**src/rtl/sweep_learn_ctrl.sv**
```systemverilog
// sweep_learn_ctrl: steps a generator through a frequency sweep, captures
// the matching FFT bin per point, writes normalised results, learns filter type.
// Ports: clk_50m/rst; start/abort control; fft_* sample input;
// freq/gen_en/fft_start to the front end; wr_* result write port;
// busy/learn_done/filter_type/type_valid/cap_err status.
module sweep_learn_ctrl #(
  parameter int          POINT_NUM    = 64,
  parameter logic [15:0] FREQ_START   = 16'd10,
  parameter logic [15:0] FREQ_STEP    = 16'd40,
  parameter int          SETTLE_CYC   = 149_997,
  parameter int          CAP_TIMEOUT  = 200_000,
  parameter int          DATA_W       = 16,
  parameter int          BLK_EXP_NORM = 8,
  parameter int          EDGE_THRESH  = 500,
  parameter int          ADDR_W       = 6
) (
  input  logic                     clk_50m,
  input  logic                     rst,
  input  logic                     start,
  input  logic                     abort,
  input  logic                     fft_valid_in,
  input  logic [15:0]              fft_index,
  input  logic signed [DATA_W-1:0] fft_real,
  input  logic signed [DATA_W-1:0] fft_imag,
  input  logic [7:0]               blk_exp,
  output logic [15:0]              freq,
  output logic                     gen_en,
  output logic                     fft_start,
  output logic                     wr_en,
  output logic [ADDR_W-1:0]        wr_addr,
  output logic signed [DATA_W-1:0] wr_real,
  output logic signed [DATA_W-1:0] wr_imag,
  output logic [DATA_W-1:0]        wr_mag,
  output logic                     busy,
  output logic                     learn_done,
  output logic [2:0]               filter_type,
  output logic                     type_valid,
  output logic                     cap_err
);

  typedef enum logic [2:0] {
    S_IDLE,
    S_SETUP,
    S_SETTLE,
    S_CAPTURE,
    S_MAG,
    S_WRITE,
    S_CLASSIFY
  } state_t;

  localparam logic [31:0] SETTLE_LAST = 32'(SETTLE_CYC - 1);
  localparam logic [31:0] CAP_LAST    = 32'(CAP_TIMEOUT - 1);
  localparam logic [ADDR_W-1:0] LAST_PT = ADDR_W'(POINT_NUM - 1);
  localparam logic [7:0]  NORM = 8'(BLK_EXP_NORM);
  localparam logic [DATA_W:0] THR = (DATA_W+1)'(EDGE_THRESH);
  localparam logic [DATA_W:0] ONE = (DATA_W+1)'(1);

  state_t state, state_nx;

  logic              start_d;
  logic              start_rise;
  logic [31:0]       settle_cnt;
  logic [31:0]       cap_cnt;
  logic [ADDR_W-1:0] point_cnt;
  logic              settle_done;
  logic              cap_to;
  logic              match;
  logic              last_pt;
  logic [7:0]        shamt;

  logic [DATA_W-1:0] ref_mag;
  logic              rise_f;
  logic              fall_f;
  logic [ADDR_W-1:0] rise_idx;
  logic [ADDR_W-1:0] fall_idx;
  logic              is_rise;
  logic              is_fall;
  logic [2:0]        cls;

  logic [DATA_W:0]   re_ext, im_ext;
  logic [DATA_W:0]   re_abs, im_abs;
  logic [DATA_W:0]   mx, mn, mag_sum;
  logic [DATA_W-1:0] mag_sat;
  logic [DATA_W:0]   mag_ext, ref_ext;

  assign start_rise  = start & ~start_d;
  assign settle_done = (settle_cnt == SETTLE_LAST);
  assign cap_to      = (cap_cnt == CAP_LAST);
  assign match       = fft_valid_in && (fft_index == freq);
  assign last_pt     = (point_cnt == LAST_PT);
  assign shamt = (blk_exp >= NORM) ? 8'd0 : (NORM - blk_exp);

  // Magnitude estimate max + min/2, one bit wider so |-2^(W-1)| fits.
  always_comb begin
    re_ext = {wr_real[DATA_W-1], wr_real};
    im_ext = {wr_imag[DATA_W-1], wr_imag};
    re_abs = re_ext[DATA_W] ? (~re_ext + ONE) : re_ext;
    im_abs = im_ext[DATA_W] ? (~im_ext + ONE) : im_ext;
    mx = (re_abs >= im_abs) ? re_abs : im_abs;
    mn = (re_abs >= im_abs) ? im_abs : re_abs;
    mag_sum = mx + (mn >> 1);
    mag_sat = mag_sum[DATA_W] ? {DATA_W{1'b1}}
                              : mag_sum[DATA_W-1:0];
  end

  always_comb begin
    mag_ext = {1'b0, wr_mag};
    ref_ext = {1'b0, ref_mag};
    is_rise = (mag_ext >= ref_ext + THR);
    is_fall = (mag_ext + THR <= ref_ext);
  end

  always_comb begin
    cls = 3'd6;
    unique case (1'b1)
      (rise_f && fall_f && (rise_idx < fall_idx)):  cls = 3'd3;
      (rise_f && fall_f && (rise_idx >= fall_idx)): cls = 3'd4;
      (rise_f && !fall_f):                          cls = 3'd1;
      (!rise_f && fall_f):                          cls = 3'd2;
      default:                                      cls = 3'd6;
    endcase
  end

  always_ff @(posedge clk_50m or posedge rst) begin
    if (rst) state <= S_IDLE;
    else     state <= state_nx;
  end

  always_comb begin
    state_nx  = state;
    busy      = (state != S_IDLE);
    gen_en    = 1'b0;
    fft_start = 1'b0;
    wr_en     = 1'b0;
    unique case (state)
      S_IDLE: begin
        if (start_rise && !abort) state_nx = S_SETUP;
      end
      S_SETUP: begin
        gen_en   = 1'b1;
        state_nx = S_SETTLE;
      end
      S_SETTLE: begin
        gen_en = 1'b1;
        if (settle_done) state_nx = S_CAPTURE;
      end
      S_CAPTURE: begin
        gen_en    = 1'b1;
        fft_start = (cap_cnt == '0);
        if (match || cap_to) state_nx = S_MAG;
      end
      S_MAG: state_nx = S_WRITE;
      S_WRITE: begin
        wr_en    = 1'b1;
        state_nx = last_pt ? S_CLASSIFY : S_SETUP;
      end
      S_CLASSIFY: state_nx = S_IDLE;
      default:    state_nx = S_IDLE;
    endcase
    if (abort && (state != S_IDLE)) state_nx = S_IDLE;
  end

  always_ff @(posedge clk_50m or posedge rst) begin
    if (rst) begin
      // Reset as if start were high so a level held through
      // reset release is not taken as a fresh request.
      start_d     <= 1'b1;
      settle_cnt  <= '0;
      cap_cnt     <= '0;
      point_cnt   <= '0;
      freq        <= '0;
      wr_addr     <= '0;
      wr_real     <= '0;
      wr_imag     <= '0;
      wr_mag      <= '0;
      learn_done  <= 1'b0;
      filter_type <= '0;
      type_valid  <= 1'b0;
      cap_err     <= 1'b0;
      ref_mag     <= '0;
      rise_f      <= 1'b0;
      fall_f      <= 1'b0;
      rise_idx    <= '0;
      fall_idx    <= '0;
    end else begin
      start_d    <= start;
      type_valid <= 1'b0;
      // Abort freezes all datapath state; the FSM returns to idle.
      if (!abort) begin
        unique case (state)
          S_IDLE: begin
            if (start_rise) begin
              point_cnt  <= '0;
              freq       <= FREQ_START;
              learn_done <= 1'b0;
              cap_err    <= 1'b0;
            end
          end
          S_SETUP: settle_cnt <= '0;
          S_SETTLE: begin
            if (settle_done) cap_cnt <= '0;
            else settle_cnt <= settle_cnt + 32'd1;
          end
          S_CAPTURE: begin
            if (match) begin
              wr_real <= fft_real >>> shamt;
              wr_imag <= fft_imag >>> shamt;
            end else if (cap_to) begin
              wr_real <= '0;
              wr_imag <= '0;
              cap_err <= 1'b1;
            end else begin
              cap_cnt <= cap_cnt + 32'd1;
            end
          end
          S_MAG: begin
            wr_mag  <= mag_sat;
            wr_addr <= point_cnt;
          end
          S_WRITE: begin
            if (point_cnt == '0) begin
              ref_mag  <= wr_mag;
              rise_f   <= 1'b0;
              fall_f   <= 1'b0;
              rise_idx <= '0;
              fall_idx <= '0;
            end else if (is_rise) begin
              rise_f   <= 1'b1;
              rise_idx <= point_cnt;
              ref_mag  <= wr_mag;
            end else if (is_fall) begin
              fall_f   <= 1'b1;
              fall_idx <= point_cnt;
              ref_mag  <= wr_mag;
            end
            if (!last_pt) begin
              point_cnt <= point_cnt + ADDR_W'(1);
              freq      <= freq + FREQ_STEP;
            end
          end
          S_CLASSIFY: begin
            filter_type <= cls;
            type_valid  <= 1'b1;
            learn_done  <= 1'b1;
          end
          default: ;
        endcase
      end
    end
  end

endmodule

```
**config.mk**
```make
export PLATFORM = sky130hd
export DESIGN_NAME = sweep_learn_ctrl
export DESIGN_NICKNAME = d
export VERILOG_FILES = /design/src/rtl/sweep_learn_ctrl.sv
export SDC_FILE = /design/constraint.sdc
export NUM_CORES = 1
export LEC_CHECK = 0
export ABC_CLOCK_PERIOD_IN_PS = 18600
export CAP_MARGIN = 5
export CORE_MARGIN = 1.5
export CORE_UTILIZATION = 55
export CTS_BUF_LIST = sky130_fd_sc_hd__clkbuf_16
export DETAILED_ROUTE_END_ITERATION = 10
export PLACE_DENSITY = 0.78
export SLEW_MARGIN = 20
export SYNTH_ARGS = -nofsm -noshare
export SYNTH_HDL_FRONTEND = slang
export SYNTH_SLANG_ARGS = --single-unit
```
**constraint.sdc**
```tcl
create_clock -name clk_50m -period 18.6 [get_ports clk_50m]
set_input_delay 4.65 -clock clk_50m [delete_from_list [all_inputs] [get_ports clk_50m]]
set_output_delay 4.65 -clock clk_50m [all_outputs]
set_load 0.005 [all_outputs]
```
==> flow_results.xml <==
<?xml version="1.0" encoding="UTF-8"?>
<metrics>
  <group name="placement">
    <metric name="io_buffer_count" unit="">138</metric>
    <metric name="place.detailed.instances" unit="">1830</metric>
    <metric name="dp_hpwl" unit="mm">23.0</metric>
    <metric name="gp_routability_congestion" unit="">0.921</metric>
  </group>
  <group name="synthesis">
    <metric name="ys_ff_latch" unit="">178</metric>
    <metric name="synthesis.instances" unit="">1417</metric>
    <metric name="mappedNetlistArea" unit="um^2">12800</metric>
    <metric name="async_flop_share" unit="">1.00</metric>
    <metric name="synth_edf_count" unit="">0</metric>
    <metric name="number_of_distinct_library_cells_after_synthesis" unit="">74</metric>
    <metric name="syn_area_per_cell" unit="um^2">9.04</metric>
    <metric name="yosys-top-cells-area" unit="">dfrtp_1 35%, ha_1 7.9%, mux2i_1 7.3%</metric>
    <metric name="synthDominantCellAreaShare" unit="">0.346</metric>
    <metric name="synth_warnings" unit="">0</metric>
    <metric name="synth_area_leader_cell" unit="">dfrtp_1</metric>
    <metric name="sequential_share_of_the_synthesized_area" unit="">0.348</metric>
    <metric name="yosys_most_used_dff" unit="">dfrtp_1</metric>
  </group>
  <group name="timing">
    <metric name="tns" unit="ns">0</metric>
    <metric name="slew_viol_final" unit="">0</metric>
    <metric name="final-setup-viol-count" unit="">0</metric>
    <metric name="slew_headroom" unit="">0.391</metric>
    <metric name="max_frequency" unit="MHz">138</metric>
    <metric name="final.hold.worst_slack" unit="ns">0.501</metric>
    <metric name="rsz0062_at_grt" unit="">false</metric>
    <metric name="clock_skews" unit="ns">0.0132</metric>
    <metric name="timing.final.crit_period" unit="ns">7.22</metric>
    <metric name="worstMarginPinSlew" unit="ns">0.905</metric>
    <metric name="period_share" unit="">0.388</metric>
    <metric name="finalHoldViolations" unit="">0</metric>
  </group>
  <group name="setup_path">
    <metric name="r2r_start" unit="">wr_imag[2]</metric>
    <metric name="crit_slowest_cell" unit="">clkdlybuf4s50_1</metric>
    <metric name="crit_chain" unit="">inv_1 -&gt; nor2_1 -&gt; nand2_1 -&gt; nor2_1 -&gt; nand4b_1 -&gt; nor3_1 -&gt; clkdlybuf4s50_1</metric>
    <metric name="r2r.worst_path.cells" unit="">24</metric>
    <metric name="worst-endpoint-arrival" unit="ns">2.57</metric>
    <metric name="cp_slowest_stage_delay" unit="ns">0.54</metric>
    <metric name="timing.critical_path.buf_inv" unit="">2</metric>
    <metric name="crit-reg2reg-capture" unit="">wr_mag[8]</metric>
    <metric name="start_kind" unit="">flop</metric>
    <metric name="crit_fanout" unit="">8</metric>
    <metric name="worst_ep_required_time" unit="ns">13.95</metric>
    <metric name="cp_top_delay_family" unit="">simple AND/OR/NAND/NOR gates</metric>
    <metric name="worst-setup-path-type" unit="">reg -&gt; out</metric>
    <metric name="worst_path_most_repeated_cell" unit="">nor2_1</metric>
    <metric name="setup.reg_to_reg.worst_slack" unit="ns">11.65</metric>
    <metric name="timing.critical_path.to_type" unit="">output port</metric>
  </group>
  <group name="floorplanning">
    <metric name="floorplan.die_area" unit="um^2">24200</metric>
    <metric name="initial_core_util" unit="">0.563</metric>
    <metric name="die_width" unit="um">156</metric>
    <metric name="num_io_pins" unit="">141</metric>
    <metric name="core_region_area" unit="um^2">22800</metric>
    <metric name="fp-row-count" unit="">55</metric>
    <metric name="chip_height" unit="um">156</metric>
  </group>
  <group name="layout">
    <metric name="layout.nets" unit="">1679</metric>
    <metric name="drive_above_1_share" unit="">0.0620</metric>
    <metric name="stdcell_count" unit="">1861</metric>
    <metric name="n_fill_cell" unit="">1856</metric>
    <metric name="area_growth" unit="%">17.7</metric>
    <metric name="antenna_cells" unit="">0</metric>
  </group>
  <group name="cts">
    <metric name="holdBufCountCts" unit="">0</metric>
    <metric name="root_buffer" unit="">clkbuf_16</metric>
    <metric name="cts_buffer_depth" unit="">2</metric>
    <metric name="clock_sinks" unit="">178</metric>
    <metric name="post_cts_resize_count" unit="">0</metric>
    <metric name="worstSkewPairLatency" unit="ns">0.44</metric>
    <metric name="tritoncts_clock_tree" unit="">yes</metric>
    <metric name="clk_transition_reported_paths" unit="ns">0.07</metric>
    <metric name="cts_made_buffers" unit="">17</metric>
    <metric name="cts_setup_buffers" unit="">0</metric>
    <metric name="cts-htree-levels" unit="">4</metric>
  </group>
  <group name="global_routing">
    <metric name="grt_antenna_before_repair" unit="">0</metric>
    <metric name="gr-total-overflow" unit="">0</metric>
    <metric name="globalRouteTotalUtil" unit="">0.258</metric>
    <metric name="vias_in_the_first_global_route" unit="">10400</metric>
    <metric name="largest_net_degree_at_the_start_of_global_routing" unit="">97</metric>
    <metric name="wire_length_of_the_first_global_routing_pass" unit="mm">51.3</metric>
  </group>
  <group name="route">
    <metric name="dr_total_vias" unit="">11000</metric>
    <metric name="highest_routed_layer" unit="">met4</metric>
    <metric name="detailedRoute.firstPassIterationCount" unit="">5</metric>
    <metric name="postRouteAntennaNets" unit="">0</metric>
    <metric name="iter_0_drt_violations" unit="">664</metric>
    <metric name="met1_length" unit="mm">14.3</metric>
    <metric name="drcViolationCount" unit="">0</metric>
    <metric name="totalWireLength" unit="mm">30.7</metric>
    <metric name="route.met2.wl" unit="mm">14.1</metric>
    <metric name="wl_per_instance" unit="um">16.5</metric>
    <metric name="detailroute.wirelength.met3" unit="mm">1.53</metric>
    <metric name="route.detailed.vias_per_inst" unit="">5.89</metric>
  </group>
  <group name="power">
    <metric name="p_leak" unit="nW">7.16</metric>
    <metric name="power" unit="mW">1.43</metric>
    <metric name="cellPowerDensity" unit="nW/um^2">95.0</metric>
    <metric name="combPwrFrac" unit="">0.375</metric>
    <metric name="net_switching_fraction_of_the_power" unit="">0.357</metric>
    <metric name="vdd.ir_drop.worst" unit="V">0.0000684</metric>
    <metric name="pint" unit="mW">0.922</metric>
    <metric name="net_switching" unit="mW">0.512</metric>
    <metric name="pwr-share-clk" unit="">0.262</metric>
    <metric name="share_seq_of_total_power" unit="">0.363</metric>
  </group>
  <group name="hold_path">
    <metric name="whs_path_depth" unit="">1</metric>
    <metric name="min_from" unit="">fall_idx[1]</metric>
    <metric name="hp-class" unit="">reg -&gt; reg</metric>
    <metric name="whs_endpoint" unit="">fall_idx[1]</metric>
  </group>
  <group name="outcome">
    <metric name="outcome" unit="">completed</metric>
  </group>
  <group name="job">
    <metric name="max-cap-violations" unit="">0</metric>
  </group>
</metrics>
layout by cell type (no fill, tap or decap), drive strengths merged, types with 35 or more instances in the layout:
master / instances
nand4: 35
mux2i: 94
nand3: 52
a21oi: 55
inv: 79
xor2: 76
xnor2: 52
ha: 81
dfrtp: 177
nor2: 121
clkdlybuf4s50: 138
o21ai: 66
nand2: 141
per-stage QoR:
step	cell area (um^2)	utilization	worst slack, ns
after floorplan	12800	-	9.12
after global placement	14500	0.635	10.68
after detailed placement	14500	0.635	10.64
after CTS	15100	0.662	11.10
after global routing	15100	0.662	11.09
final	15100	0.662	11.38
power groups by stage:
stage	logic (mW)	registers [mW]	clock network (mW)
final	0.538	0.520	0.375
after global routing	0.607	0.530	0.395
after CTS	0.540	0.519	0.381
after detailed placement	0.535	0.525	0
after global placement	0.516	0.524	0
after floorplan	0.388	0.498	0
worst max path at each step:
| stage | cells past startpoint | end | slack (ns) | start |
|---|---|---|---|---|
| detailed placement | 8 | wr_imag[10] | 10.64 | fft_valid_in |
| global placement | 8 | wr_imag[10] | 10.68 | fft_valid_in |
| global route | 24 | wr_mag[6] | 11.09 | wr_imag[2] |
| CTS | 8 | wr_imag[10] | 11.10 | fft_valid_in |
| finish | 7 | fft_start | 11.38 | state[1] |
| floorplan | 1 | cap_cnt[0] | 9.12 | rst |
routing by layer:
layer	GRT usage	up-vias
li1	-	5340
met1	0.353	5272
met2	0.414	297
met3	0.0431	49
met4	0.0902	0
met5	0	-
worst reg2reg max path, stage by stage (launching register included):
cell	delay [ns]
dfrtp_1	0.47
nor4_1	0.39
nand2_1	0.13
o31ai_1	0.46
nand2_1	0.13
xnor2_1	0.30
ha_1	0.31
a21o_1	0.16
a211o_1	0.30
nor4_1	0.34
o31a_1	0.20
o21ai_0	0.15
a21oi_4	0.17
buf_4	0.42
mux2i_1	0.19
ha_1	0.25
fa_1	0.41
a21oi_1	0.20
o2111ai_1	0.19
a21oi_1	0.30
o311a_1	0.25
a211oi_1	0.12
nand3_1	0.10
nand4b_1	0.52
o22a_1	0.37
state kept, by name, summed over array words and instances (netlist names), 6 cells and up:
name        count
cap_cnt        32
settle_cnt     32
ref_mag        16
wr_imag        16
wr_mag         16
wr_real        16
freq           14
fall_idx        6
point_cnt       6
rise_idx        6
wr_addr         6
synth_stat cells (11+ instances only):
master    instances
dfrtp_1         177
nand2_1         140
nor2_1          121
mux2i_1          94
ha_1             81
xor2_1           76
inv_1            72
o21ai_0          63
a21oi_1          55
nand3_1          52
xnor2_1          52
clkbuf_1         34
nand4_1          34
nor3_1           30
nor4_1           26
and3_1           24
mux2_2           23
a22o_1           19
o22a_1           16
or3_1            16
o21a_1           14
a211oi_1         12
buf_2            12
nor2b_1          12
a31oi_1          11
o31ai_1          11
logic make-up (layout without fill, tap and decap cells):
family / after synthesis / in the layout / synth area share
compound gates: 261 / 261 / 0.138
xor+xnor: 128 / 128 / 0.0875
fa+ha+maj: 82 / 82 / 0.0807
buf+inv: 123 / 251 / 0.0394
flops: 178 / 178 / 0.348
mux: 125 / 125 / 0.103
other cells: 2 / 5 / 0.000586
simple gates: 518 / 518 / 0.203
final cells by class:
| cell class | instances | area, um^2 | share of cell area |
|---|---|---|---|
| sequential | 178 | 4460 | 0.295 |
| clock inverter | 14 | 179 | 0.0119 |
| clock buffer | 17 | 425 | 0.0282 |
| timing repair buffer | 147 | 1450 | 0.0963 |
| multi-input combinational | 1119 | 7900 | 0.524 |
| inverter | 73 | 279 | 0.0185 |
| tap | 313 | 392 | 0.0260 |
No activity file was read; power rests on OpenSTA's default activity.
